`config.mk`:
```
export PLATFORM = sky130hd
export DESIGN_NAME = vram_write_scheduler
export DESIGN_NICKNAME = d
export VERILOG_FILES = /design/src/rtl/vram_write_scheduler.sv
export SDC_FILE = /design/constraint.sdc
export NUM_CORES = 1
export LEC_CHECK = 0
export CORE_AREA = 4 4 123 125
export CTS_CLUSTER_SIZE = 24
export DETAILED_ROUTE_END_ITERATION = 8
export DIE_AREA = 0 0 127 129
export GPL_TIMING_DRIVEN = 0
export PLACE_DENSITY = 0.63
export SYNTH_ARGS = -nofsm -noshare
export SYNTH_HDL_FRONTEND = slang
export SYNTH_SLANG_ARGS = --single-unit
```
`constraint.sdc`:
```
create_clock -name clk25 -period 2.6 [get_ports clk25]
set_input_delay 0.52 -clock clk25 [delete_from_list [all_inputs] [get_ports clk25]]
set_output_delay 0.52 -clock clk25 [all_outputs]
set_load 0.02 [all_outputs]
```
`src/rtl/vram_write_scheduler.sv`:
```
// Single-port VRAM write sequencer for the text terminal: character FIFO, cursor, newline row clear, scroll base.
// Optional full-screen clear is built only when VRAM_SCHED_SCREEN_CLEAR_EN is defined.
module vram_write_scheduler #(
   parameter int         COLS       = 40,
   parameter int         ROWS       = 24,
   parameter int         FIFO_DEPTH = 8,
   parameter logic [5:0] CLR_CHAR   = 6'd32
) (
   input  logic        clk25,
   input  logic        rst_n,
   input  logic        enable,
   input  logic        w_en,
   input  logic [7:0]  din,
   input  logic        clear_req,
   output logic        rdy,
   output logic        busy,
   output logic        overflow,
   output logic [10:0] vram_w_addr,
   output logic [5:0]  vram_din,
   output logic        vram_w_en,
   output logic [5:0]  h_cursor,
   output logic [4:0]  v_cursor,
   output logic [4:0]  vram_start_addr
);
   // state      | meaning
   // IDLE       | wait for pending clear or FIFO entry, pop and decode
   // WRITE      | emit the decoded glyph at the cursor, advance column
   // CLR_LINE   | fill row v_cursor with CLR_CHAR, one column per cycle
   // CLR_SCREEN | fill all 32 physical rows, then home cursor and scroll base
   typedef enum logic [1:0] {IDLE, WRITE, CLR_LINE, CLR_SCREEN} state_t;

   localparam int         AW       = $clog2(FIFO_DEPTH);
   localparam logic [AW:0] FULL_CNT = (AW+1)'(FIFO_DEPTH);
   localparam logic [5:0] LAST_COL = 6'(COLS - 1);
   localparam logic [4:0] ROWS_5   = 5'(ROWS);

   state_t        state, state_nxt;
   logic [7:0]    fifo_mem [FIFO_DEPTH];
   logic [AW-1:0] wptr, rptr;
   logic [AW:0]   count;
   logic          seen, full, cap, push, pop, nl, ovf_clr;
   logic [7:0]    head;
   logic [5:0]    char_q, char_nxt, col_cnt, col_nxt, h_nxt, data_nxt;
   logic [4:0]    v_nxt, start_nxt;
   logic [10:0]   addr_nxt;
   logic          we_nxt;
`ifdef VRAM_SCHED_SCREEN_CLEAR_EN
   logic          pending, pend_take;
   logic [4:0]    row_cnt, row_nxt;
`else
   logic          unused_clear;
   assign unused_clear = clear_req;
`endif

   assign full = (count == FULL_CNT);
   assign cap  = enable & w_en & ~seen;
   assign push = cap & ~full;
   assign head = fifo_mem[rptr];
   assign rdy  = ~full;
   assign busy = (state != IDLE) | (count != '0) | vram_w_en;

   always_comb begin
      state_nxt = state;
      h_nxt     = h_cursor;
      v_nxt     = v_cursor;
      start_nxt = vram_start_addr;
      col_nxt   = col_cnt;
      char_nxt  = char_q;
      we_nxt    = 1'b0;
      addr_nxt  = vram_w_addr;
      data_nxt  = vram_din;
      pop       = 1'b0;
      nl        = 1'b0;
      ovf_clr   = 1'b0;
`ifdef VRAM_SCHED_SCREEN_CLEAR_EN
      pend_take = 1'b0;
      row_nxt   = row_cnt;
`endif
      case (state)
         IDLE: begin
`ifdef VRAM_SCHED_SCREEN_CLEAR_EN
            if (pending) begin
               pend_take = 1'b1;
               row_nxt   = 5'd0;
               col_nxt   = 6'd0;
               state_nxt = CLR_SCREEN;
            end else
`endif
            if (count != '0) begin
               pop = 1'b1;
               if (head == 8'h8D) begin
                  nl = 1'b1;
               end else if (head == 8'h7F) begin
                  h_nxt = 6'd0;
               end else begin
                  char_nxt  = {~head[6], head[4:0]};
                  state_nxt = WRITE;
               end
            end
         end
         WRITE: begin
            we_nxt   = 1'b1;
            addr_nxt = {v_cursor, h_cursor};
            data_nxt = char_q;
            if (h_cursor == LAST_COL) begin
               nl = 1'b1;
            end else begin
               h_nxt     = h_cursor + 6'd1;
               state_nxt = IDLE;
            end
         end
         CLR_LINE: begin
            we_nxt   = 1'b1;
            addr_nxt = {v_cursor, col_cnt};
            data_nxt = CLR_CHAR;
            col_nxt  = col_cnt + 6'd1;
            if (col_cnt == LAST_COL) begin
               col_nxt   = 6'd0;
               state_nxt = IDLE;
            end
         end
`ifdef VRAM_SCHED_SCREEN_CLEAR_EN
         CLR_SCREEN: begin
            we_nxt   = 1'b1;
            addr_nxt = {row_cnt, col_cnt};
            data_nxt = CLR_CHAR;
            col_nxt  = col_cnt + 6'd1;
            if (col_cnt == LAST_COL) begin
               col_nxt = 6'd0;
               row_nxt = row_cnt + 5'd1;
               if (row_cnt == 5'd31) begin
                  h_nxt     = 6'd0;
                  v_nxt     = 5'd0;
                  start_nxt = 5'd0;
                  ovf_clr   = 1'b1;
                  state_nxt = IDLE;
               end
            end
         end
`endif
         default: state_nxt = IDLE;
      endcase
      // Scroll when the new cursor row lands ROWS rows below the top of screen.
      if (nl) begin
         h_nxt   = 6'd0;
         v_nxt   = v_cursor + 5'd1;
         col_nxt = 6'd0;
         if (5'(v_nxt - vram_start_addr) == ROWS_5)
            start_nxt = vram_start_addr + 5'd1;
         state_nxt = CLR_LINE;
      end
   end

   always_ff @(posedge clk25) begin
      if (push)
         fifo_mem[wptr] <= din;
   end

   always_ff @(posedge clk25 or negedge rst_n) begin
      if (!rst_n) begin
         state           <= IDLE;
         wptr            <= '0;
         rptr            <= '0;
         count           <= '0;
         seen            <= 1'b0;
         overflow        <= 1'b0;
         char_q          <= 6'd0;
         col_cnt         <= 6'd0;
         h_cursor        <= 6'd0;
         v_cursor        <= 5'd0;
         vram_start_addr <= 5'd0;
         vram_w_en       <= 1'b0;
         vram_w_addr     <= 11'd0;
         vram_din        <= 6'd0;
`ifdef VRAM_SCHED_SCREEN_CLEAR_EN
         pending         <= 1'b0;
         row_cnt         <= 5'd0;
`endif
      end else begin
         state           <= state_nxt;
         char_q          <= char_nxt;
         col_cnt         <= col_nxt;
         h_cursor        <= h_nxt;
         v_cursor        <= v_nxt;
         vram_start_addr <= start_nxt;
         vram_w_en       <= we_nxt;
         vram_w_addr     <= addr_nxt;
         vram_din        <= data_nxt;
         if (push) wptr <= wptr + 1'b1;
         if (pop)  rptr <= rptr + 1'b1;
         case ({push, pop})
            2'b10:   count <= count + 1'b1;
            2'b01:   count <= count - 1'b1;
            default: count <= count;
         endcase
         if (cap)
            seen <= 1'b1;
         else if (!enable && !w_en)
            seen <= 1'b0;
         if (cap && full)
            overflow <= 1'b1;
         else if (ovf_clr)
            overflow <= 1'b0;
`ifdef VRAM_SCHED_SCREEN_CLEAR_EN
         row_cnt <= row_nxt;
         if (clear_req)
            pending <= 1'b1;
         else if (pend_take)
            pending <= 1'b0;
`endif
      end
   end
endmodule

```
==> results.sh <==
export IMPL_ioPinCount=50
export IMPL_p_per_area_nw_per_um2=1105
export IMPL_period_share=0.9928
export IMPL_synth_edff_count=64
export IMPL_fp_dieArea_um2=16380
export IMPL_synth_mux_area_frac=0.1245
export IMPL_cap_viol_max_count=0
export IMPL_worst_r2r_startpoint="rptr[1]"
export IMPL_path_clk_slew_ps=60
export IMPL_synth_adder_area_share=0.04158
export IMPL_fmax_ghz=0.3874
export IMPL_drt_total_wl_mm=10.95
export IMPL_stdcell_count=662
export IMPL_synth_compound_area_frac=0.04655
export IMPL_worstSetupEndpoint="char_q[2]"
export IMPL_dp_cells=620
export IMPL_drt_iter0_markers=301
export IMPL_gp_congestion=0.7616
export IMPL_status="finished clean"
export IMPL_r2r_end="char_q[2]"
export IMPL_rows=43
export IMPL_dr_pass1_iters=4
export IMPL_p_leak_nw=2.714
export IMPL_htreeDepth=4
export IMPL_viasPerCell=5.124
export IMPL_netlist_area_um2=5537
export IMPL_cp_end_kind="flip-flop"
export IMPL_fin_skew_ps=7.844
export IMPL_fin_nets=499
export IMPL_worstSetupPathType="reg -> reg"
export IMPL_cpPeakStageDelay_ps=560
export IMPL_synth_cell_type_count=45
export IMPL_yosys_warnings=0
export IMPL_peakVddDrop_v=0.0007896
export IMPL_ys_ff_latch=124
export IMPL_grt_pass1_vias=3457
export IMPL_preCtsSetupSlack_ps=-463.0
export IMPL_initial_core_util=0.3989
export IMPL_clk_latency_ps=410
export IMPL_grt_usage=0.1414
export IMPL_design_core_area_um2=13880
export IMPL_cts_buffers=17
export IMPL_relSlewSlack=0.3565
export IMPL_synth_xor_area_share=0.03955
export IMPL_die_w_um=127
export IMPL_cts_tree="yes"
export IMPL_syn_to_final_growth_pct=27.19
export IMPL_setup_ws_ps=18.73
export IMPL_cts_root_buffer="clkbuf_16"
export IMPL_critical_path_top_delay_family="simple AND/OR/NAND/NOR gates"
export IMPL_die_h_um=129
export IMPL_netlist_instances=390
export IMPL_grt_pass1_wl_mm=17.82
export IMPL_tightest_slew_ps=961.6
export IMPL_finalSetupViolations=0
export IMPL_hold_buffers=0
export IMPL_crit_path_start="rptr[1]"
export IMPL_cts_max_path_buffers=2
export IMPL_gr_total_overflow=0
export IMPL_synth_top_family_by_area="multiplexers"
export IMPL_antennaDiodeCount=0
export IMPL_drc_errors=0
export IMPL_synthFlopType="edfxtp_1"
export IMPL_min_path_type="in -> async"
export IMPL_place_hpwl_mm=7.234
export IMPL_reg2regPathDepth=8
export IMPL_postSynth_asyncResetShare=0.4839
export IMPL_ys_seq_area_frac=0.6183
export IMPL_r2r_setup_slack_ps=20
export IMPL_critPathLaunchType="flip-flop"
export IMPL_fin_crit_ps=2581
export IMPL_avgSynthCellArea_um2=14.20
export IMPL_grt_max_degree=38
export IMPL_worstPathRequired_ps=2890
export IMPL_wl_per_cell_um=16.54
export IMPL_final_layout_size_suffix_gt1_frac=0.2344
export IMPL_crit_chain="buf_8 > mux4_2 > mux2i_4 > or4_4 > nor3b_4 > or3_4 > buf_6 > mux2_2"
export IMPL_antenna_found_initial=0
export IMPL_rsz0062_at_grt="true"
export IMPL_synth_nets=420
export IMPL_path_depth=8
export IMPL_maxSlewViolCount=0
export IMPL_cts_sinks=124
export IMPL_cp_buffers_inverters=2
export IMPL_dr_total_vias=3392
export IMPL_port_buffers=48
export IMPL_slowest_stage="or4_4"
export IMPL_antenna_left=0
export IMPL_cp_data_arrival_time_ps=2870
export IMPL_crit_fanout=8
export IMPL_hold_viol_final=0
export IMPL_synth_simple_area_share=0.09107
[cell usage in the layout (no fill, tap or decap), drive strengths merged, types with 2 or more instances in the layout]
cell	instances
a21o	2
a21oi	17
and2	4
buf	25
bufinv	2
clkbuf	23
clkdlybuf4s50	46
clkinv	9
clkinvlp	3
dfrtp	60
edfxtp	64
ha	16
inv	22
mux2	14
mux2i	13
mux4	16
nand2	20
nand2b	7
nand3	9
nand3b	8
nand4	8
nor2	23
nor2b	2
nor3	5
nor4	2
o21ai	19
o31a	2
or3	5
xnor2	16
xor2	9
[sequential cells by signal, indices dropped and copies added, names as in the netlist]
signal           flops
rptr                 3
vram_din             6
vram_w_en            1
fifo_mem            64
h_cursor             6
col_cnt              6
vram_w_addr         11
char_q               6
wptr                 3
vram_start_addr      5
overflow             1
seen                 1
v_cursor             5
count                4
state                2
[repair_timing]
| item | 4_1_cts | 5_1_grt |
|---|---|---|
| pin swaps | 4 | 10 |
| endpoints found under the setup margin | 37 | 83 |
| gates resized for setup | 21 | 24 |
| buffers inserted | 5 | 4 |
| cloned | 1 | 1 |
[worst register-to-register path, cell delays in order, from the launching register on]
cell and delay, ps:
dfrtp_2 440, buf_8 150, mux4_2 360, mux2i_4 90, or4_4 560, nor3b_4 250
or3_4 170, buf_6 110, mux2_2 340
[metal layers]
layer | part of all wire | routed length (µm) | global-route usage | up-vias
li1 | - | - | - | 1578
met1 | 0.43 | 4719 | 0.1768 | 1705
met2 | 0.51 | 5564 | 0.2382 | 98
met3 | 0.052 | 570 | 0.04110 | 11
met4 | 0.0087 | 95 | 0.04543 | 0
met5 | 0 | 0 | 0 | -
[per-stage QoR]
stage                     setup TNS, ps  instance area, µm²    util  total power [W]  hold WS [ps]
final                                 0                7042  0.5073         0.007782         105.3
after global routing             -157.3                7042  0.5073         0.008215         137.9
after CTS                             0                6964  0.5017         0.007670         103.1
after detailed placement         -30710                6277  0.4522         0.005180         473.9
after global placement           -88620                6250  0.4502         0.005099         466.3
after floorplan                       0                5544       -         0.004364         224.4
[power breakdown]
part | leakage, nW | total, W | internal [W] | switching (W)
combinational | 1.09 | 0.00277 | 0.00139 | 0.00138
sequential | 1.34 | 0.00274 | 0.00243 | 0.000311
clock | 0.283 | 0.00227 | 0.00141 | 0.000859
[cell usage after synthesis, drive strengths merged, types with 2 or more instances]
cell     n  area [µm²]
or3      5       32.53
xnor2   16       140.1
nor4     2       12.51
nand2   20       75.07
o31a     2       18.77
nor3     5       36.29
inv     21       78.83
xor2     9       78.83
dfrtp   60        1501
buf      9       72.56
ha      16       200.2
mux2i   13       130.1
nand3b   8       60.06
a21oi   17       85.08
nor2    23       86.33
nand2b   7       43.79
a21o     2       15.01
nand4    8       50.05
nand3    9       45.04
o21ai   19       95.09
edfxtp  64        1922
clkbuf   8       50.05
mux2    14       157.7
mux4    16       401.6
nor2b    2       12.51
and2     4       25.02
[kinds of logic after synthesis]
kind of cell	count (synthesis)
XOR/XNOR	25
adder cells (fa/ha/maj)	18
flip-flops	124
multiplexers	43
AO/OA/AOI/OAI	45
AND/OR/NAND/NOR	96
buffers and inverters	39
[final cells by class]
cell class	instances	area [µm²]
Clock buffer	17	425.4
Multi-Input combinational cell	227	2008
Sequential cell	124	3426
Buffer	17	143.9
Tap cell	180	225.2
Inverter	21	82.58
Clock inverter	15	148.9
Timing Repair Buffer	61	581.8
Fill cell	1169	6839
[how the worst min path moves through the flow]
stage          slack, ps        end      from
4_1_cts              100   overflow     rst_n
5_1_grt              140       seen     rst_n
3_5_place_dp         470   overflow  overflow
3_3_place_gp         470   overflow  overflow
6_report             110   overflow     rst_n
2_1_floorplan        220  char_q[0]     rst_n
Power figures use the tool's default switching activity.
